`config.mk`:
```
export PLATFORM = sky130hd
export DESIGN_NAME = kv10_shifter
export DESIGN_NICKNAME = d
export VERILOG_FILES = /design/src/rtl/kv10_shifter.sv
export SDC_FILE = /design/constraint.sdc
export NUM_CORES = 1
export LEC_CHECK = 0
export ABC_CLOCK_PERIOD_IN_PS = 9100
export CAP_MARGIN = 0
export CORE_MARGIN = 2
export CORE_UTILIZATION = 45
export DETAILED_ROUTE_END_ITERATION = 8
export GPL_TIMING_DRIVEN = 1
export PLACE_DENSITY = 0.79
export SETUP_SLACK_MARGIN = 0.05
export SLEW_MARGIN = 20
export SYNTH_ARGS = -nofsm -noshare
export SYNTH_HDL_FRONTEND = slang
export SYNTH_SLANG_ARGS = --single-unit
```
`constraint.sdc`:
```
create_clock -name clk -period 9.1 [get_ports clk]
set_clock_uncertainty 0.15 [all_clocks]
set_input_delay 1.82 -clock clk [delete_from_list [all_inputs] [get_ports clk]]
set_output_delay 1.82 -clock clk [all_outputs]
set_load 0.01 [all_outputs]
```
`src/rtl/kv10_shifter.sv`:
```
// kv10_shifter: multi-cycle PDP-10 shift/rotate unit (LSH, ROT, ASH, LSHC, ROTC, ASHC).
// A signed count selects direction and magnitude. Each RUN cycle moves at most STEP positions.
// Build option: define KV10_SHIFT_ABORT_EN to add an `abort` input that cancels a running op.
module kv10_shifter #(
    parameter int WIDTH = 36,
    parameter int STEP  = 8,
    parameter int CNTW  = 9
) (
    input  logic             clk,
    input  logic             reset,
    input  logic             start,
`ifdef KV10_SHIFT_ABORT_EN
    input  logic             abort,
`endif
    input  logic [2:0]       command,
    input  logic [WIDTH-1:0] A,
    input  logic [WIDTH-1:0] Alow,
    input  logic [CNTW-1:0]  count,
    output logic [WIDTH-1:0] result,
    output logic [WIDTH-1:0] resultlow,
    output logic             overflow,
    output logic             busy,
    output logic             done
);

    localparam int DW = 2 * WIDTH;      // doubleword width
    localparam int MW = 2 * WIDTH - 2;  // ASHC magnitude width
    localparam logic [CNTW-1:0] STEP_C = CNTW'(STEP);

    localparam logic [2:0] CMD_LSH  = 3'd0;
    localparam logic [2:0] CMD_ROT  = 3'd1;
    localparam logic [2:0] CMD_ASH  = 3'd2;
    localparam logic [2:0] CMD_LSHC = 3'd4;
    localparam logic [2:0] CMD_ROTC = 3'd5;
    localparam logic [2:0] CMD_ASHC = 3'd6;

    typedef enum logic [1:0] {
        IDLE = 2'd0,
        RUN  = 2'd1,
        DONE = 2'd2
    } state_t;

    state_t           state, state_nxt;
    logic [2:0]       op;         // latched command
    logic             left;       // latched direction: 1 = left
    logic [CNTW-1:0]  rem;        // positions still to shift
    logic [CNTW-1:0]  mag;        // |count|, unsigned so the most negative count is representable
    logic [CNTW-1:0]  s;          // positions moved this cycle
    logic [WIDTH-1:0] hi, lo;     // working high/low words, also the visible results
    logic [WIDTH-1:0] hi_nxt, lo_nxt;
    logic             ovf, ovf_step;
    logic             sign;
    logic             accept, op_valid, abort_run;
    logic [DW-1:0]    rot_w;      // {hi,hi} shifted: a window of it is the single-word rotate
    logic [2*DW-1:0]  rot_d;      // {hi,lo,hi,lo} shifted: a window of it is the doubleword rotate
    logic [MW-1:0]    ashc_m0, ashc_m;

    assign mag      = count[CNTW-1] ? -count : count;
    assign op_valid = (command[1:0] != 2'b11);
    assign accept   = start && (state != RUN);
    assign s        = (rem < STEP_C) ? rem : STEP_C;
    assign sign     = hi[WIDTH-1];

`ifdef KV10_SHIFT_ABORT_EN
    assign abort_run = abort && (state == RUN);
`else
    assign abort_run = 1'b0;
`endif

    // State register.
    // NOTE: sequential state uses non-blocking assignments so every register samples pre-edge values.
    always_ff @(posedge clk) begin
        if (reset) begin
            state <= IDLE;
        end else begin
            state <= state_nxt;
        end
    end

    // Next-state and handshake outputs.
    // NOTE: every signal written here gets a default first, so no path can infer a latch.
    always_comb begin
        state_nxt = state;
        busy      = 1'b0;
        done      = 1'b0;
        case (state)
            IDLE: begin
                if (start) state_nxt = (mag != '0 && op_valid) ? RUN : DONE;
            end
            RUN: begin
                busy = 1'b1;
                if (abort_run)          state_nxt = IDLE;
                else if (rem <= STEP_C) state_nxt = DONE;
            end
            DONE: begin
                done = 1'b1;
                if (start) state_nxt = (mag != '0 && op_valid) ? RUN : DONE;
                else       state_nxt = IDLE;
            end
            default: state_nxt = IDLE;
        endcase
    end

    // One step of the latched shift by s positions, plus overflow from bits leaving the magnitude.
    always_comb begin
        hi_nxt   = hi;
        lo_nxt   = lo;
        ovf_step = 1'b0;
        rot_w    = left ? ({hi, hi} << s) : ({hi, hi} >> s);
        rot_d    = left ? ({hi, lo, hi, lo} << s) : ({hi, lo, hi, lo} >> s);
        ashc_m0  = {hi[WIDTH-2:0], lo[WIDTH-2:0]};
        ashc_m   = left ? (ashc_m0 << s) : MW'($signed({sign, ashc_m0}) >>> s);
        case (op)
            CMD_LSH:  hi_nxt = left ? (hi << s) : (hi >> s);
            CMD_ROT:  hi_nxt = left ? rot_w[DW-1:WIDTH] : rot_w[WIDTH-1:0];
            CMD_ASH: begin
                if (left) begin
                    hi_nxt = {sign, hi[WIDTH-2:0] << s};
                    // Top s bits of {magnitude, zero fill}, each compared against the sign.
                    ovf_step = (({hi[WIDTH-2:0] ^ {(WIDTH-1){sign}}, {STEP{sign}}})
                                >> (WIDTH - 1 + STEP - int'(s))) != '0;
                end else begin
                    hi_nxt = $signed(hi) >>> s;
                end
            end
            CMD_LSHC: {hi_nxt, lo_nxt} = left ? ({hi, lo} << s) : ({hi, lo} >> s);
            CMD_ROTC: {hi_nxt, lo_nxt} = left ? rot_d[2*DW-1:DW] : rot_d[DW-1:0];
            CMD_ASHC: begin
                hi_nxt = {sign, ashc_m[MW-1:WIDTH-1]};
                lo_nxt = {sign, ashc_m[WIDTH-2:0]};
                if (left) begin
                    ovf_step = (({ashc_m0 ^ {MW{sign}}, {STEP{sign}}})
                                >> (MW + STEP - int'(s))) != '0;
                end
            end
            default: ;
        endcase
    end

    // Datapath: load operands on accept, step while running, clear on reset or abort.
    // NOTE: the working words are reset as well, because they drive result/resultlow directly.
    always_ff @(posedge clk) begin
        if (reset) begin
            hi   <= '0;
            lo   <= '0;
            ovf  <= 1'b0;
            rem  <= '0;
            op   <= '0;
            left <= 1'b0;
        end else if (abort_run) begin
            hi  <= '0;
            lo  <= '0;
            ovf <= 1'b0;
            rem <= '0;
        end else if (accept) begin
            hi   <= A;
            lo   <= Alow;
            ovf  <= 1'b0;
            op   <= command;
            left <= ~count[CNTW-1];
            rem  <= mag;
        end else if (state == RUN) begin
            hi  <= hi_nxt;
            lo  <= lo_nxt;
            ovf <= ovf | ovf_step;
            rem <= rem - s;
        end
    end

    assign result    = hi;
    assign resultlow = lo;
    assign overflow  = ovf;

endmodule

```
## After elaboration in Yosys (flattened, before gate mapping)

Index checks and enable logic that the tools add are counted.

- Register bits: 88
- Input port bits: 87

- $add $sub $neg: 4
- Magnitude comparators: 2
- Equal/unequal tests: 13
- Shift-type cells: 14
- Mux-type cells: 28
- Bitwise logic cells: 4
- Reductions and logical operators: 16

Operator list:

| operator | number |
|---|---|
| 36-bit 2-to-1 mux | 7 |
| 72-bit 2-to-1 mux | 3 |
| 36-bit case mux with 6 select lines | 1 |
| 144-bit 2-to-1 mux | 1 |
| 144-bit by 9-bit << shifter with 144-bit output | 1 |
| 72-bit by 9-bit << shifter with 72-bit output | 2 |
| 144-bit by 9-bit >> shifter with 144-bit output | 1 |
| 72-bit by 9-bit >> shifter with 72-bit output | 2 |
| 36-bit case mux with 3 select lines | 1 |
| 78-bit nonzero test | 1 |
| 78-bit by 32-bit >> shifter with 78-bit output | 1 |
| 71-bit by 9-bit >>> shifter with 70-bit output | 1 |
| 70-bit 2-to-1 mux | 1 |
| 70-bit by 9-bit << shifter with 70-bit output | 1 |
| 70-bit bitwise XOR | 1 |
| 43-bit nonzero test | 1 |
| 43-bit by 32-bit >> shifter with 43-bit output | 1 |
| 9-bit 2-to-1 mux | 4 |
| 36-bit by 9-bit << shifter with 36-bit output | 1 |
| 36-bit by 9-bit >> shifter with 36-bit output | 1 |
| 36-bit by 9-bit >>> shifter with 36-bit output | 1 |
| 35-bit by 9-bit << shifter with 35-bit output | 1 |
| 35-bit bitwise XOR | 1 |
| 6-bit by 9-bit subtractor with 10-bit output, first input constant | 1 |
| 30 further kinds | 44 |

## Longest topological paths before layout

- Depth in word-level cells: 8
- Gate-level depth with buffers: 14

## Least setup slack after synthesis

OpenSTA, ideal clock, no wires.

- Path kind: input to register
- Start point: input port start
- End point: register hi[15], in the netlist result[15]
- Library setup time: 70 ps
- Arrival time: 3,537 ps
- Setup slack: 5,343 ps
- Cell stages on the path: 8
- Path through: clkbuf_1 > inv_1 > nor2_1 > clkbuf_1 > clkbuf_1 > buf_1 > a21oi_1 > a21oi_1

- Cells in the longest elaborated chain, start to end: 3
- Elaborated cells between the ends (all ways): 5

RTL lines:

| element | RTL line | RTL |
|---|---|---|
| from (decl) | 11 | `input logic start,` |
| 1-bit logical AND (*) | 60 | `assign accept = start && (state != RUN);` |
| 7-bit nonzero test (no source line) or 2-bit nonzero test (tied branches) | -- |  |
| 2-bit AND reduction (no source line) | -- |  |
| to (signal assigned) | 163 | `hi <= hi_nxt;` |
| to (decl) | 49 | `logic [WIDTH-1:0] hi, lo;` |

Mark *: on every way between the ends. The rest lies on a longest branch, timed or not.
A chain may end at the register's enable or synchronous reset.

## Worst setup path in the final report

- Start point: register rem[1]
- End point: register hi[1], in the netlist result[1]

- Cells in the longest elaborated chain, start to end: 8
- Elaborated cells between the ends (all ways): 25

RTL lines:

| element | RTL line | RTL |
|---|---|---|
| from (decl) | 46 | `logic [CNTW-1:0] rem;` |
| from (signal assigned) | 161 | `rem <= mag;` |
| from (signal assigned) | 166 | `rem <= rem - s;` |
| 9-bit by 4-bit less-than comparator with 1-bit output | 61 | `assign s = (rem < STEP_C) ? rem : STEP_C;` |
| 9-bit 2-to-1 mux (*) | 61 |  |
| 144-bit by 9-bit >> shifter with 144-bit output (tied with other cells) | 110 | `rot_d = left ? ({hi, lo, hi, lo} << s) : ({hi, lo, hi, lo} >> s);` |
| 144-bit 2-to-1 mux or 72-bit 2-to-1 mux (tied branches) | 110, 109 |  |
| 72-bit 2-to-1 mux or 36-bit 2-to-1 mux (tied branches) | 127, 115 |  |
| 36-bit case mux with 6 select lines (*) | 113 | `case (op)` |
| 36-bit 2-to-1 mux (*) | 162 | `end else if (state == RUN) begin` |
| 36-bit 2-to-1 mux (*) | 155 | `end else if (accept) begin` |

Mark *: on every way between the ends. The rest lies on a longest branch, timed or not. The select of a mux whose other input is x is not followed.

==> metrics.cfg <==
[run_status]
status=completed

[yosys]
yosys.area_share.simple_pct=27.3
synth_xor_area_share_pct=0.628
synth-adder-area-share_pct=0.199
synth_nets=2044
synth_common_cells=a21oi_1 (249), nor3_1 (204), nor2_1 (184)
yosysWarnings=0
synth_top_family_by_area=compound AO/OA/AOI/OAI gates
synthFlopType=dfxtp_1
synthMuxAreaShare_pct=4.32
syn_inst=1955
synth-compound-area-share_pct=44.9
synth.area.top_cells=dfxtp_1 (14%), a21oi_1 (9.9%), nor3_1 (8.1%), o21ai_0 (6.2%), nor2_1 (5.5%)
yosysTopAreaCellShare_pct=14.0
synth_area_um2=12500
synthArstFlopShare_pct=0
synth_edf_count=0
seq_area_frac_synth_pct=14.0
synth_largest_area_cell=dfxtp_1
yosys.cell_types.count=89
avgSynthCellArea_um2=6.42
synth_most_common_cell=a21oi_1
ys_ff_latch=88

[route]
drcViolationCount=0
wirelength_um=75300
vias_per_cell=7.89
ant_nets=0
drtIter0Drc=3870
drtPass1Iterations=7
vias=18500
routedWlPerCell_um=32.1

[sta]
fin_tns_setup_ns=0
rsz0062_at_grt=no
relSlewSlack_pct=15.0
post-route-period-util_pct=51.9
fmax_mhz=212
setup_viol=0
final-hold-violation-count=0
drv_slew=0
period_minus_slack_ns=4.72
tightest_slew_ns=1.26

[floorplan]
die_w_um=171
initial_utilization_pct=45.4
io_pins=162
die_area_um2=29200
coreArea_um2=27600
num_rows=61
die_y_um=171

[cts]
clock_path_buffers=2
htreeDepth=3
post_cts_resize_count=0
cts_root_buf=clkbuf_16
cts.hold.buffers_added=0
clk_pin_slew_ns=0.09
cts_tree=built
clk_latency_ns=0.39
cts_buffers=9
cts.sinks=88
postCtsSetupRepairBufs=0

[pwr]
p_sw_mw=1.53
p_per_area_nw_per_um2=186
p_sw_share_pct=57.4
ir_drop_mv=0.0953
p_int_mw=1.14
pwr-share-seq_pct=20.5
p_comb_share_pct=63.8
leakagePower_nw=4.62
clock_power_share_pct=15.7

[flow_run]
cap_violations=0

[worst_setup_path]
setup.worst_path.start_class=flop
crit_fanout=52
critPathKind=reg2reg
rr_worst_depth=8
cp.required_ns=9.20
end_kind=flop
worstPathArrival_ns=4.82
startpoint=rem[1]
r2r-start=rem[1]

[global_routing]
grt_use_met1_pct=61.5
use_met3_pct=16.7
met2_usage_pct=74.4
overflow=0
grt_start_max_net_pins=71
busiest_layer=met2
antenna_found_initial=2
grt_pass1_vias=17000
grt_pass1_wl_um=111000
grt_usage_pct=50.3

[worst_hold_path]
hold_depth=1
hp-start=overflow
holdCritPathClass=reg2reg

[place]
gp_congestion=1.07
placed_area_um2=14100
io_buffers=161
place_hpwl_um=51200

[layout]
syn2layout_area_growth_pct=14.5
final_area_um2=14400
num-nets-final=2053
layout-drive-gt1-share_pct=7.31

## cell usage in the layout, fill, tap and decap left out, types with 40 or more instances in the layout
master	instances
nand2_1	165
o21ai_0	156
nor2_1	181
dfxtp_1	87
o211ai_1	40
buf_4	52
a31oi_1	43
a21oi_1	249
a22oi_1	44
nand3_1	60
a211oi_1	62
nor3_1	203
clkdlybuf4s50_1	160
## registers in the layout (all words and copies together), names as in the netlist
signal and flops:
result 36, resultlow 36, rem 9, op 3, state 2, left 1, overflow 1
## layer usage
| layer | routed length [um] | up-vias |
|---|---|---|
| met5 | 27 | - |
| met3 | 11500 | 508 |
| met4 | 6630 | 4 |
| li1 | - | 7601 |
| met1 | 26300 | 8509 |
| met2 | 30900 | 1913 |
## layout make-up
class	instances	area, um^2
Timing Repair Buffer	213	2000
Antenna cell	1	2.50
Fill cell	2887	13300
Clock buffer	9	225
Sequential cell	88	1770
Clock inverter	7	62.6
Multi-Input combinational cell	1638	9790
Inverter	14	52.6
Tap cell	378	473
## power by group through the flow
stage          clock network [mW]  logic, mW  registers (mW)
6_report                    0.419       1.70           0.547
5_1_grt                     0.424       1.75           0.548
4_1_cts                     0.407       1.60           0.537
3_5_place_dp                    0       1.59           0.545
3_3_place_gp                    0       1.59           0.547
2_1_floorplan                   0       1.02           0.497
## path summary, 6_finish.rpt
| path | to | slack [ns] |
|---|---|---|
| max | result[1] | 4.38 |
| min | overflow | 0.35 |
| max reg2reg | result[1] | 4.38 |
| min reg2reg | overflow | 0.35 |
## through the flow
step | hold slack, ns | setup WS, ns | std cells | util (%) | total power [mW]
after global routing | 0.384 | 4.45 | 2347 | 52.0 | 2.72
after global placement | 0.318 | 4.60 | 2331 | 50.9 | 2.14
after CTS | 0.349 | 4.69 | 2347 | 52.0 | 2.54
final | 0.351 | 4.38 | 2348 | 52.0 | 2.67
after detailed placement | 0.317 | 4.41 | 2331 | 50.9 | 2.13
after floorplan | 0.348 | 5.34 | 1955 | - | 1.52
## cells by family after synthesis
group	after synthesis
AO/OA/AOI/OAI	860
AND/OR/NAND/NOR	716
buffers and inverters	229
flip-flops	88
multiplexers	50
XOR/XNOR	9
adder cells (fa/ha/maj)	2
other	1
## critical path, stage by stage, from the launching register on
cell and delay [ns]:
dfxtp_1 0.86, or4b_4 0.92, buf_4 0.42, o21ai_0 0.88, a21boi_1 0.35, a22oi_1 0.29
a211oi_1 0.34, o21a_1 0.24, a211oi_1 0.09
No activity file was read; power rests on OpenSTA's default activity.
